<file path="config.mk">
export PLATFORM = sky130hd
export DESIGN_NAME = sha_result_collector
export DESIGN_NICKNAME = d
export VERILOG_FILES = /design/src/rtl/sha_result_collector.sv
export SDC_FILE = /design/constraint.sdc
export NUM_CORES = 2
export LEC_CHECK = 0
export CELL_PAD_IN_SITES_DETAIL_PLACEMENT = 1
export CELL_PAD_IN_SITES_GLOBAL_PLACEMENT = 1
export CORE_MARGIN = 10
export CORE_UTILIZATION = 30
export CTS_CLUSTER_DIAMETER = 50
export CTS_CLUSTER_SIZE = 16
export DETAILED_ROUTE_END_ITERATION = 7
export GPL_TIMING_DRIVEN = 0
export PLACE_DENSITY_LB_ADDON = 0.1
export SLEW_MARGIN = 10
export SYNTH_ARGS = -nofsm -noshare
export SYNTH_HDL_FRONTEND = slang
export SYNTH_SLANG_ARGS = --single-unit
export TNS_END_PERCENT = 100
</file>
<file path="constraint.sdc">
create_clock -name clk -period 33.1 [get_ports clk]
set_clock_uncertainty 0.05 [all_clocks]
set_input_delay 6.62 -clock clk [delete_from_list [all_inputs] [get_ports clk]]
set_output_delay 6.62 -clock clk [all_outputs]
set_load 0.05 [all_outputs]
</file>
<file path="src/rtl/sha_result_collector.sv">
// SHA-256 result collector: target compare, winning-nonce FIFO, hash/hit counters.
// Optional macro SHA_COLLECT_CMP_PIPE_EN adds a register stage ahead of the compare.
module sha_result_collector #(
  parameter int WORD_S     = 32,
  parameter int H_SIZE     = 256,
  parameter int FIFO_DEPTH = 4,
  parameter int CNT_W      = 32
) (
  input  logic                          clk,
  input  logic                          reset,
  input  logic                          en,
  input  logic [H_SIZE-1:0]             H,
  input  logic [WORD_S-1:0]             nonce,
  input  logic [H_SIZE-1:0]             target,
  input  logic                          clear,
  output logic                          found_valid,
  input  logic                          found_ready,
  output logic [WORD_S-1:0]             found_nonce,
  output logic [H_SIZE-1:0]             found_hash,
  output logic [CNT_W-1:0]              hash_count,
  output logic [CNT_W-1:0]              hit_count,
  output logic                          overflow,
  output logic [$clog2(FIFO_DEPTH):0]   fifo_level
);

  localparam int AW = $clog2(FIFO_DEPTH);
  localparam int LW = AW + 1;
  localparam int EW = WORD_S + H_SIZE;

  logic              stb_en;
  logic [H_SIZE-1:0] stb_h;
  logic [H_SIZE-1:0] stb_tgt;
  logic [WORD_S-1:0] stb_nonce;

`ifdef SHA_COLLECT_CMP_PIPE_EN
  logic              p_en_q, p_en_d;
  logic [H_SIZE-1:0] p_h_q, p_h_d, p_tgt_q, p_tgt_d;
  logic [WORD_S-1:0] p_nonce_q, p_nonce_d;

  always_comb begin
    p_en_d    = en & ~clear;
    p_h_d     = H;
    p_tgt_d   = target;
    p_nonce_d = nonce;
  end

  always_ff @(posedge clk) begin
    if (reset) p_en_q <= 1'b0;
    else       p_en_q <= p_en_d;
  end

  always_ff @(posedge clk) begin
    p_h_q     <= p_h_d;
    p_tgt_q   <= p_tgt_d;
    p_nonce_q <= p_nonce_d;
  end

  assign stb_en    = p_en_q;
  assign stb_h     = p_h_q;
  assign stb_tgt   = p_tgt_q;
  assign stb_nonce = p_nonce_q;
`else
  assign stb_en    = en;
  assign stb_h     = H;
  assign stb_tgt   = target;
  assign stb_nonce = nonce;
`endif

  // Digest is compared as a little-endian number, hence the byte reversal.
  logic [H_SIZE-1:0] cmp;
  logic              hit_now;
  always_comb begin
    cmp = '0;
    for (int i = 0; i < H_SIZE/8; i++) cmp[8*i +: 8] = stb_h[H_SIZE-8-8*i +: 8];
    hit_now = (cmp <= stb_tgt);
  end

  logic              s1_vld_q, s1_vld_d, s1_hit_q, s1_hit_d;
  logic [H_SIZE-1:0] s1_h_q, s1_h_d;
  logic [WORD_S-1:0] s1_nonce_q, s1_nonce_d;
  logic [LW-1:0]     wr_ptr_q, wr_ptr_d, rd_ptr_q, rd_ptr_d;
  logic [CNT_W-1:0]  hash_cnt_q, hash_cnt_d, hit_cnt_q, hit_cnt_d;
  logic              ovf_q, ovf_d;
  logic [EW-1:0]     mem_q [FIFO_DEPTH];
  logic [EW-1:0]     mem_d [FIFO_DEPTH];

  logic [LW-1:0] level;
  logic          push, pop, full;
  logic [EW-1:0] head;

  assign level = wr_ptr_q - rd_ptr_q;
  assign full  = (level == LW'(FIFO_DEPTH));
  assign push  = s1_vld_q & s1_hit_q;
  assign pop   = found_valid & found_ready;
  assign head  = mem_q[rd_ptr_q[AW-1:0]];

  always_comb begin
    s1_vld_d   = stb_en & ~clear;
    s1_hit_d   = hit_now;
    s1_h_d     = stb_h;
    s1_nonce_d = stb_nonce;
    wr_ptr_d   = wr_ptr_q;
    rd_ptr_d   = rd_ptr_q;
    hash_cnt_d = hash_cnt_q;
    hit_cnt_d  = hit_cnt_q;
    ovf_d      = ovf_q;
    mem_d      = mem_q;
    if (clear) begin
      wr_ptr_d   = '0;
      rd_ptr_d   = '0;
      hash_cnt_d = '0;
      hit_cnt_d  = '0;
      ovf_d      = 1'b0;
    end else begin
      if (stb_en) hash_cnt_d = hash_cnt_q + CNT_W'(1);
      if (push) begin
        hit_cnt_d = hit_cnt_q + CNT_W'(1);
        // A pop in the same cycle frees the slot, so a full FIFO still accepts.
        if (!full || pop) begin
          mem_d[wr_ptr_q[AW-1:0]] = {s1_nonce_q, s1_h_q};
          wr_ptr_d = wr_ptr_q + LW'(1);
        end else begin
          ovf_d = 1'b1;
        end
      end
      if (pop) rd_ptr_d = rd_ptr_q + LW'(1);
    end
  end

  always_ff @(posedge clk) begin
    if (reset) begin
      s1_vld_q   <= 1'b0;
      wr_ptr_q   <= '0;
      rd_ptr_q   <= '0;
      hash_cnt_q <= '0;
      hit_cnt_q  <= '0;
      ovf_q      <= 1'b0;
    end else begin
      s1_vld_q   <= s1_vld_d;
      wr_ptr_q   <= wr_ptr_d;
      rd_ptr_q   <= rd_ptr_d;
      hash_cnt_q <= hash_cnt_d;
      hit_cnt_q  <= hit_cnt_d;
      ovf_q      <= ovf_d;
    end
  end

  always_ff @(posedge clk) begin
    s1_hit_q   <= s1_hit_d;
    s1_h_q     <= s1_h_d;
    s1_nonce_q <= s1_nonce_d;
    mem_q      <= mem_d;
  end

  // Head data is forced to zero while empty so reset values are defined.
  assign found_valid = (level != '0);
  assign found_nonce = found_valid ? head[EW-1:H_SIZE] : '0;
  assign found_hash  = found_valid ? head[H_SIZE-1:0]  : '0;
  assign hash_count  = hash_cnt_q;
  assign hit_count   = hit_cnt_q;
  assign overflow    = ovf_q;
  assign fifo_level  = level;

endmodule
</file>
==> qor.csv <==
metric,value,unit
post-DR wirelength/cell,25.72,µm
initial antenna violation count,57,
"most common cell after layout, fill and taps aside",edfxtp_1,
hold violation count in the final report,0,
initial drt markers,1855,
Synth Warn #,0,
cts repair resizes,0,
RD Place Congestion,0.8064,
Peak VDD IR,0.04747,mV
Tmin final,11.84,ns
DP Area,0.07215,mm²
area of the multi-input gates,0.01555,mm²
TritonRoute pass-1 iters,5,
slowest CP cell,clkdlybuf4s50_1,
sequential area share after synthesis,71.13,%
Async SR Flop Fraction,0,%
CP Capture Type,output pin,
crit path DAT,5.17,ns
CP Cell Sequence,"inv_1, ha_1, fa_1, xnor2_1, xor2_1, nand3_1, clkbuf_1, clkbuf_1, and2_1, clkdlybuf4s50_1",
first-pass GRT wire length,270400,µm
final layout net count,5380,
syn_nets,4237,
routed vias,33590,
layout cell share with drive strength beyond 1,14.82,%
H-tree lvl count,4,
vias in the first global route,36500,
Crit Path Max Fanout,11,
Port Buf Inserts,905,
Die W,462.7,µm
setup TNS,0,ns
Root Buffer,clkbuf_16,
row cnt,162,
max incr delay on CP,1.00,ns
cell area power density,55.92,mW/mm²
Layout fillers,19570,
vias per inst,4.567,
Clock transition at path regs,0.07,ns
clock sinks,1513,
routing usage on met2,29.50,%
Initial Util,30.15,%
Final Slew Violations,0,
max cap viols,0,
"Top cell by count, worst path",clkbuf_1,
Max-Slew Margin vs Limit,24.46,%
Post-Syn Area,0.05880,mm²
Reg area,0.04182,mm²
post-CTS setup buffers,0,
CTS tree,yes,
FMAX,0.08448,GHz
Leak,0.02733,µW
pin count of the biggest net entering global routing,47,
M1 GR Usage,21.00,%
pre-CTS setup slack,21.79,ns
Post-Route WL,189100,µm
final worst setup slack,21.26,ns
Synth Register Bits,1513,
final instance area,0.07834,mm²
"commonest cells after routing, fill and taps aside","edfxtp_1 (1152), clkdlybuf4s50_1 (905), dfxtp_1 (361)",
DP HPWL,144700,µm
final setup vio count,0,
Syn Area/Cell,17.18,µm²
DRC Markers,0,
CP startpoint kind,register,
fin crit share,35.76,%
Setup CP Type,reg -> out,
die area,0.2141,mm²
HP Class,reg -> reg,
WP buf/inv,4,
grt peak-use layer,met2,
Routed Antenna Nets,0,
crit-path leading delay family,buffers and inverters,
Core Area,0.1950,mm²
DIE HEIGHT,462.7,µm
Cells after Synth,3423,
I/O pin total,906,
Worst Tran Pin Value,1.117,ns
GRT Overall Usage,17.25,%
status,"complete, no violations",
CP required,26.43,ns
"EDFF count, synth",1152,
Worst-Skew Late Latency,0.80,ns
M3 GR Usage,5.750,%
Tot Pwr,4380,µW
Yosys cell types,58,
Longest Clk Path Bufs,3,
RSZ-0062 raised after global routing,no,
cts-stage hold buffer count,0,
Overflow after GRT,0,
Syn-to-layout area delta,33.23,%
TritonCTS buffer count,170,
Synth Flop Type,edfxtp_1,
-- worst register-to-register path: cells and delay by family (launching register included) --
family / cells / cell delay (ns)
adders and majority gates: 2 / 0.61
xor gates and xnor gates: 2 / 0.51
buffers and inverters: 12 / 2.41
DFF: 1 / 0.36
and+or+nand+nor: 3 / 1.03
-- sequential cells by signal, indices dropped and copies added, names as in the netlist --
register and flops:
hash_count 32, hit_count 32, mem_q 1152, overflow 1, rd_ptr_q 3, s1_h_q 256
s1_hit_q 1, s1_nonce_q 32, s1_vld_q 1, wr_ptr_q 3
-- stage by stage --
stage / instances / hold WS [ns] / util, %
global route: 7344 / 0.4324 / 40.16
detailed placement: 7018 / 0.4099 / 37.00
finish: 7354 / 0.4197 / 40.17
CTS: 7340 / 0.4148 / 40.16
floorplan: 3423 / 0.3883 / -
global placement: 6952 / 0.4040 / 36.48
-- kinds of logic (layout without fill, tap and decap cells) --
family	Yosys count	after routing	synth area share, %
compound gates	235	235	2.326
fa+ha+maj	265	265	5.652
simple gates	689	689	6.588
buf+inv	379	1672	2.468
xor+xnor	52	52	0.7746
flops	1513	1513	71.13
mux	290	290	11.07
other cells	0	14	0
-- cell type report --
class / count / share of cell area (%)
inverter: 273 / 1.308
buffer: 106 / 0.5542
timing repair buffer: 971 / 12.82
multi-input combinational: 1531 / 19.85
sequential: 1513 / 53.39
tap: 2624 / 4.191
clock inverter: 129 / 2.193
antenna: 14 / 0.04472
clock buffer: 193 / 5.659
-- report_power, final --
part	switching (µW)	internal [µW]	total (µW)
clock	864	1160	2020
sequential	20.3	2060	2080
combinational	150	123	273
-- per-layer routing --
layer	share of wire [%]	up-vias
met1	41	17020
met3	7.2	263
met4	2.1	18
met2	49	905
met5	0.065	-
li1	-	15380
-- Yosys cell counts, types with 2 or more instances --
library cell,count,share of area [%]
or4_1,2,0.026
a211oi_1,10,0.13
a21oi_1,116,0.99
and4_1,7,0.10
o21ai_0,48,0.41
xor2_1,36,0.54
or3_1,17,0.18
nor3_1,25,0.21
buf_2,23,0.20
o22ai_1,2,0.021
buf_1,8,0.051
inv_1,273,1.7
nand3_1,42,0.36
ha_1,264,5.6
dfxtp_1,361,12
and3_4,2,0.038
a221oi_1,8,0.12
mux2i_1,2,0.034
nand4_4,2,0.072
o21a_1,3,0.038
a2111oi_0,5,0.074
clkbuf_1,75,0.48
o31ai_1,2,0.026
edfxtp_1,1152,59
a21o_1,15,0.19
or2_2,2,0.021
nand4_2,2,0.043
a31oi_1,2,0.021
and3_1,12,0.13
o211ai_1,6,0.077
a21boi_0,2,0.026
o21ai_1,6,0.051
xnor2_1,16,0.24
nand2b_1,4,0.043
nor4b_1,3,0.045
and2_1,295,3.1
nor2b_1,6,0.064
nor4_1,11,0.12
nand2_1,104,0.66
nand4_1,68,0.72
nor2_1,80,0.51
mux4_2,288,11
-- path summary, 6_finish.rpt --
kind	startpoint	slack, ns	endpoint	depth (start not counted)
setup / recovery	wr_ptr_q[0]	21.26	found_hash[173]	10
setup reg to reg	wr_ptr_q[0]	27.83	mem_q[155]	19
hold reg to reg	s1_h_q[118]	0.42	mem_q[694]	0
hold / removal	s1_h_q[118]	0.42	mem_q[694]	0
No activity file was read; power rests on OpenSTA's default activity.
